### src/rtl/alu_result_serializer_if.sv
// Handshake bundle between the ALU result producer, the serializer and the UART transmitter.
// The slave modport is the serializer's view. The master modport is the view of the surrounding logic.
interface alu_result_serializer_if;
  logic        valid_i;
  logic [1:0]  opcode_i;
  logic [63:0] result_i;
  logic        ready_o;
  logic        ready_i;
  logic [7:0]  data_o;
  logic        valid_o;
  logic        last_o;

  modport slave (
    input  valid_i, opcode_i, result_i, ready_i,
    output ready_o, data_o, valid_o, last_o
  );

  modport master (
    output valid_i, opcode_i, result_i, ready_i,
    input  ready_o, data_o, valid_o, last_o
  );
endinterface

### src/rtl/alu_result_serializer.sv
// Turns one 64-bit ALU result into a byte stream for the UART: an optional header byte,
// then the little-endian result bytes. Nop sends 0 data bytes, Add/Mul send 4, Div sends 8.
module alu_result_serializer #(
  parameter bit header_en_p = 1'b1
) (
  input  logic                        clk_i,
  input  logic                        reset_ni,
  alu_result_serializer_if.slave      bus
);

  typedef enum logic [1:0] {
    S_IDLE,
    S_HEADER,
    S_DATA
  } state_t;

  state_t      state_q, state_d;
  logic [2:0]  cnt_q, cnt_d;
  logic [63:0] res_q;
  logic [1:0]  op_q;
  logic [3:0]  d_bytes;
  logic        is_last;
  logic        take;

  function automatic logic [3:0] data_bytes(input logic [1:0] op);
    case (op)
      2'd0:    return 4'd0;
      2'd3:    return 4'd8;
      default: return 4'd4;
    endcase
  endfunction

  // ready_o is gated by reset so it reads 0 while reset is held, even before the first edge.
  assign bus.ready_o = (state_q == S_IDLE) && reset_ni;
  assign take        = bus.valid_i && bus.ready_o;
  assign d_bytes     = data_bytes(op_q);
  assign is_last     = ({1'b0, cnt_q} == d_bytes - 4'd1);

  // NOTE: sequential state uses non-blocking assignments so all flops update together at the edge.
  always_ff @(posedge clk_i) begin
    if (!reset_ni) begin
      state_q <= S_IDLE;
      cnt_q   <= '0;
    end else begin
      state_q <= state_d;
      cnt_q   <= cnt_d;
    end
  end

  // NOTE: the capture registers have no reset. They are datapath and are read only outside Idle.
  always_ff @(posedge clk_i) begin
    if (take) begin
      res_q <= bus.result_i;
      op_q  <= bus.opcode_i;
    end
  end

  // NOTE: every signal driven here gets a default first, so no path through the case infers a latch.
  always_comb begin
    state_d     = state_q;
    cnt_d       = cnt_q;
    bus.valid_o = 1'b0;
    bus.data_o  = 8'h00;
    bus.last_o  = 1'b0;

    case (state_q)
      S_IDLE: begin
        if (take) begin
          cnt_d = '0;
          if (header_en_p)
            state_d = S_HEADER;
          else if (data_bytes(bus.opcode_i) != 4'd0)
            state_d = S_DATA;
        end
      end

      S_HEADER: begin
        bus.valid_o = 1'b1;
        bus.data_o  = {4'hA, 2'b00, op_q};
        bus.last_o  = (d_bytes == 4'd0);
        if (bus.ready_i)
          state_d = (d_bytes == 4'd0) ? S_IDLE : S_DATA;
      end

      S_DATA: begin
        bus.valid_o = 1'b1;
        bus.data_o  = res_q[{cnt_q, 3'b000} +: 8];
        bus.last_o  = is_last;
        if (bus.ready_i) begin
          if (is_last) begin
            cnt_d   = '0;
            state_d = S_IDLE;
          end else begin
            cnt_d = cnt_q + 3'd1;
          end
        end
      end

      default: state_d = S_IDLE;
    endcase
  end

endmodule
### src/flat_wrapper.sv
// flat-port wrapper written by rule: the top's interface ports become plain ports
module alu_result_serializer_flat 
#(
  parameter bit header_en_p = 1'b1
)
  (clk_i, reset_ni, bus_valid_i, bus_opcode_i, bus_result_i, bus_ready_i, bus_ready_o, bus_data_o, bus_valid_o, bus_last_o);
  alu_result_serializer_if bus_i ();
  input  logic clk_i;
  input  logic reset_ni;
  input wire logic [$bits(bus_i.valid_i)-1:0] bus_valid_i;
  input wire logic [$bits(bus_i.opcode_i)-1:0] bus_opcode_i;
  input wire logic [$bits(bus_i.result_i)-1:0] bus_result_i;
  input wire logic [$bits(bus_i.ready_i)-1:0] bus_ready_i;
  output wire logic [$bits(bus_i.ready_o)-1:0] bus_ready_o;
  output wire logic [$bits(bus_i.data_o)-1:0] bus_data_o;
  output wire logic [$bits(bus_i.valid_o)-1:0] bus_valid_o;
  output wire logic [$bits(bus_i.last_o)-1:0] bus_last_o;
  assign bus_i.valid_i = bus_valid_i;
  assign bus_i.opcode_i = bus_opcode_i;
  assign bus_i.result_i = bus_result_i;
  assign bus_i.ready_i = bus_ready_i;
  assign bus_ready_o = bus_i.ready_o;
  assign bus_data_o = bus_i.data_o;
  assign bus_valid_o = bus_i.valid_o;
  assign bus_last_o = bus_i.last_o;
  alu_result_serializer #(.header_en_p(header_en_p)) u_core (.clk_i(clk_i), .reset_ni(reset_ni), .bus(bus_i));
endmodule
### config.mk
export PLATFORM = sky130hd
export DESIGN_NAME = alu_result_serializer_flat
export DESIGN_NICKNAME = d
export VERILOG_FILES = /design/src/rtl/alu_result_serializer_if.sv /design/src/rtl/alu_result_serializer.sv /design/src/flat_wrapper.sv
export SDC_FILE = /design/constraint.sdc
export NUM_CORES = 1
export LEC_CHECK = 0
export BUFFER_PORTS_ARGS = -buffer_cell sky130_fd_sc_hd__buf_2
export CAP_MARGIN = 10
export CELL_PAD_IN_SITES_DETAIL_PLACEMENT = 0
export CELL_PAD_IN_SITES_GLOBAL_PLACEMENT = 1
export CORE_MARGIN = 3
export CORE_UTILIZATION = 46
export DETAILED_ROUTE_END_ITERATION = 12
export GPL_ROUTABILITY_DRIVEN = 0
export PLACE_DENSITY_LB_ADDON = 0.15
export SLEW_MARGIN = 30
export SYNTH_ARGS = -nofsm -noshare
export SYNTH_HDL_FRONTEND = slang
export SYNTH_SLANG_ARGS = --single-unit
### constraint.sdc
create_clock -name clk_i -period 5.5 [get_ports clk_i]
set_input_delay 0 -clock clk_i [delete_from_list [all_inputs] [get_ports clk_i]]
set_output_delay 0 -clock clk_i [all_outputs]
set_load 0.05 [all_outputs]
## Word level (Yosys, flattened, before mapping)

Index checks and enable logic that the tools add are counted.

- Register bits after elaboration: 71
- Bits of input ports: 70
- Output and inout port bits: 11

- Add/subtract/negate cells: 2
- Equal/unequal tests: 8
- Shift operators: 1
- Muxes and demuxes: 14
- Reductions and logical operators: 9

Operators with widths:

| kind | count |
|---|---|
| $shiftx A64 B7 Y8 | 1 |
| $pmux W8 S2 | 1 |
| $mux W2 | 5 |
| $mux W3 | 3 |
| $pmux W4 S2 | 1 |
| $pmux W2 S3 | 1 |
| $pmux W3 S2 | 1 |
| $eq A2 B2 Y1 const B | 2 |
| $eq A3 B4 Y1 | 1 |
| $logic_not A2 Y1 | 2 |
| $logic_not A4 Y1 | 1 |
| $ne A2 B1 Y1 const B | 2 |
| $ne A2 B2 Y1 const B | 2 |
| $reduce_and A4 Y1 | 1 |
| $sub A4 B1 Y4 const B | 1 |
| $add A3 B1 Y3 const B | 1 |
| $reduce_and A3 Y1 | 1 |
| $eq A2 B1 Y1 const B | 1 |
| $logic_and A1 B1 Y1 | 2 |
| $pmux W1 S2 | 1 |
| $reduce_bool A2 Y1 | 1 |
| $reduce_or A2 Y1 | 1 |
| $mux W1 | 1 |

## Logic depth before layout (Yosys ltp)

- Depth after elaboration: 7
- Depth in mapped cells: 7
- Depth with buffers taken out: 6

## Worst setup path after synthesis

No wires, ideal clock.

- Path type: flip-flop to output port
- Start: register u_core.state_q[0]
- End: output bus_data_o[5]
- Data arrival time: 2958 ps
- Setup slack: 2542 ps
- Cell stages (with the launch flop): 5
- Buffers on the path: 0
- Path through: dfxtp_1 -> inv_1 -> ha_1 -> nand2_1 -> o41ai_1

- Cells in the longest elaborated chain, start to end: 2
- Elaborated cells on any way between the ends: 3
- Classes of those cells: 2 x eq/ne; 1 x mux

Ends and longest elaborated chain:

| element | line | RTL |
|---|---|---|
| from (decl) | alu_result_serializer.sv:17 | `state_t state_q, state_d;` |
| from (signal assigned) | alu_result_serializer.sv:45 | `state_q <= state_d;` |
| $eq A2 B2 Y1 or $eq A2 B1 Y1 (tied branches) | alu_result_serializer.sv:66 | `case (state_q)` |
| $pmux W8 S2 * | alu_result_serializer.sv:66 |  |
| to (decl) | flat_wrapper.sv:15 | `output wire logic [$bits(bus_i.data_o)-1:0] bus_data_o;` |

Every way passes the cells marked *; elsewhere a longest branch is shown, timed or not.

## Worst setup path in the final report

- Start: register u_core.cnt_q[1]
- End: output bus_last_o

- Cells in the longest elaborated chain, start to end: 2

Ends and longest elaborated chain:

| element | line | RTL |
|---|---|---|
| from (decl) | alu_result_serializer.sv:18 | `logic [2:0] cnt_q, cnt_d;` |
| from (signal assigned) | alu_result_serializer.sv:46 | `cnt_q <= cnt_d;` |
| $eq A3 B4 Y1 | alu_result_serializer.sv:37 | `assign is_last = ({1'b0, cnt_q} == d_bytes - 4'd1);` |
| $pmux W1 S2 | alu_result_serializer.sv:66 |  |
| to (decl) | flat_wrapper.sv:17 | `output wire logic [$bits(bus_i.last_o)-1:0] bus_last_o;` |

Every way passes these cells.

==> impl_metrics.csv <==
group,metric,value,unit
worst_setup_path,crit_family,"flip-flops",
worst_setup_path,start_kind,"flip-flop",
sta,setup_violations,0,
clocking,numCtsBuffers,9,
sta,tightest_slew,0.805,ns
power,vdd_ir_drop_max,0.222,mV
sta,finalSetupTns,0,ns
logic_synthesis,syn_area,2980,um^2
sta,clock_skew,0.00641,ns
drt,viasPerCell,4.90,
drt,wl_per_cell,15.8,um
outcome,outcome,"completed",
floorplanning,num_rows,28,
grt,grt_antenna_before_repair,0,
logic_synthesis,async_flop_share,0,
worst_setup_path,worstSetupPathType,"flip-flop to primary output",
power,p_sw_frac,0.245,
logic_synthesis,synthCells,166,
job,maxCapViolations,0,
floorplanning,die_w,86.5,um
grt,grt_pass1_vias,2083,
clocking,cts.sinks,71,
floorplanning,die_h,86.5,um
drt,dr.first_iter.drc_count,95,
logic_synthesis,synth-seq-area-share,0.698,
worst_setup_path,crit_path_end_kind,"primary output",
worst_setup_path,path_max_fanout,20,
clocking,cts_tree,"yes",
drt,dr_total_vias,1946,
floorplanning,core,6100,um^2
sta,slew_viol_final,0,
drt,antenna_left,0,
logic_synthesis,yosysWarnings,0,
clocking,insertion_delay,0.34,ns
power,pwr-share-comb,0.173,
power,cellInternalPower,1.08,mW
floorplanning,start_util,0.489,
worst_setup_path,crit_slowest_cell,"dfxtp_1",
drt,drc,0,
sta,min_period_over_period,0.431,
logic_synthesis,syn_area_per_cell,18.0,um^2
power,clockPowerShare,0.349,
logic_synthesis,ys_types,39,
floorplanning,io_pins,81,
worst_hold_path,hold_depth,2,
worst_setup_path,r2r_cells,5,
drt,routed_wirelength,6250,um
worst_setup_path,cp.arrival,2.37,ns
grt,grt_max_degree,67,
clocking,clkTransAtPathRegs,0.07,ns
placement,portBuffers,80,
clocking,post_cts_buffers,0,
logic_synthesis,synth_nets,243,
grt,grt_overflow_total,0,
sta,period_needed,2.37,ns
sta,hold_viol_final,0,
power,switchingPower,0.349,mW
clocking,cts.htree.levels,3,
power,leakage,1.67,nW
finish,synthToLayoutAreaGrowth,45.6,%
placement,hpwl,3650,um
clocking,root_buffer,"clkbuf_8",
worst_setup_path,r2r_slack,3.43,ns
sta,max_slew_margin,0.463,
worst_setup_path,cp.buffers_inverters,2,
logic_synthesis,ys_seq_elements,71,
grt,track_usage,0.180,
power,power_density,328,nW/um^2
clocking,cts_hold_buf,67,
worst_setup_path,path_depth,5,
clocking,cts_resized,0,
power,sequentialPowerShare,0.478,
worst_setup_path,cp_data_required_time,5.50,ns
sta,grt_setup_unrepaired,"false",
clocking,clockBufferDepth,2,
worst_setup_path,cpPeakStageDelay,0.82,ns
sta,fmax,421,MHz
finish,drive_gt1_frac,0.335,
finish,antenna_cells,0,
logic_synthesis,synth_edf_count,66,
sta,whs,0.0239,ns
grt,grt_pass1_wl,10000,um
logic_synthesis,synth_ff_type,"edfxtp_1",
worst_setup_path,worstPathCellList,"ha_1, inv_1, or3_1, o21ai_0, buf_2",
floorplanning,die-area,7490,um^2
worst_hold_path,min_path_type,"input port to flip-flop",
drt,first_pass_iters,4,
finish,fin_nets,394,
## registers in the layout, summed over array words and instances, names as in the netlist
| signal | count |
|---|---|
| u_core.op_q | 2 |
| u_core.cnt_q | 3 |
| u_core.res_q | 64 |
| u_core.state_q | 2 |
## Yosys cell counts (2+ instances only)
cell type | count | area share
inv_1 | 6 | 0.0075
nand2_1 | 8 | 0.010
edfxtp_1 | 66 | 0.66
ha_1 | 7 | 0.029
nor2_1 | 5 | 0.0063
nand2b_1 | 3 | 0.0063
o21ai_0 | 4 | 0.0067
nand3_1 | 2 | 0.0034
nand3b_1 | 2 | 0.0050
o221ai_1 | 3 | 0.0088
dfxtp_1 | 5 | 0.034
mux4_2 | 4 | 0.030
mux2i_1 | 9 | 0.030
mux4_1 | 8 | 0.070
buf_2 | 4 | 0.0067
mux2_2 | 4 | 0.015
clkbuf_1 | 2 | 0.0025
a31oi_1 | 3 | 0.0063
## area by class of cell
cell class / instances / area (um^2)
clock buffers: 10 / 128
clock inverters: 6 / 116
fillers: 416 / 1750
inverters: 6 / 22.5
multi-input cells: 80 / 813
flip-flops and latches: 71 / 2080
well taps: 75 / 93.8
repair buffers: 149 / 1090
## final timing paths
path                                         from                end
worst max-delay path              u_core.cnt_q[1]         bus_last_o
worst min-delay path                     reset_ni    u_core.cnt_q[1]
worst max register to register    u_core.cnt_q[1]  u_core.state_q[1]
worst min register to register  u_core.state_q[0]  u_core.state_q[0]
## layout by cell type (no fill, tap or decap), types with 2 or more instances in the layout
cell           netlist  final
edfxtp_1            66     66
mux4_2               4      4
mux2_2               4      4
buf_4                1      2
inv_1                6      6
mux4_1               8      8
nand3b_1             2      2
buf_2                4     80
clkinv_4             0      2
o21ai_0              4      4
a31oi_1              3      3
dlygate4sd3_1        0     67
dfxtp_1              5      5
ha_1                 7      7
bufinv_16            0      3
mux2i_1              9      9
o221ai_1             3      3
nand2_1              8      8
clkbuf_8             0      9
nand2b_1             3      3
nand3_1              2      2
nor2_1               5      5
## per-layer routing
layer / global-route usage / vias up / share of wire
met4: 0.0467 / 0 / 0.013
met1: 0.199 / 921 / 0.37
li1: - / 963 / -
met3: 0.0589 / 8 / 0.052
met2: 0.330 / 54 / 0.56
met5: 0 / - / 0
## power groups by stage
stage          registers (mW)  logic, mW  clock network [mW]
3_5_place_dp            0.693      0.211                   0
5_1_grt                 0.687      0.269               0.534
3_3_place_gp            0.690      0.209                   0
2_1_floorplan           0.688      0.152                   0
6_report                0.681      0.246               0.498
4_1_cts                 0.681      0.248               0.508
## cells by family (layout without fill, tap and decap cells)
group / count (synthesis) / count (layout) / synth area share
AOI/OAI and AO/OA: 20 / 20 / 0.0474
xor gates and xnor gates: 1 / 1 / 0.00294
adders and majority gates: 7 / 7 / 0.0294
buffers and inverters: 15 / 171 / 0.0298
DFF: 71 / 71 / 0.698
muxes: 25 / 25 / 0.146
and+or+nand+nor: 27 / 27 / 0.0466
## per-stage QoR
step / std cells / setup WS (ns) / util / total power, mW / instance area [um^2]
after global placement: 314 / 3.46 / 0.562 / 0.900 / 3430
after detailed placement: 314 / 3.41 / 0.562 / 0.904 / 3430
final: 397 / 3.13 / 0.712 / 1.42 / 4340
after floorplan: 166 / 2.54 / - / 0.840 / 2980
after global routing: 397 / 2.92 / 0.712 / 1.49 / 4340
after CTS: 397 / 3.09 / 0.712 / 1.44 / 4340
No activity file was read; power rests on OpenSTA's default activity.
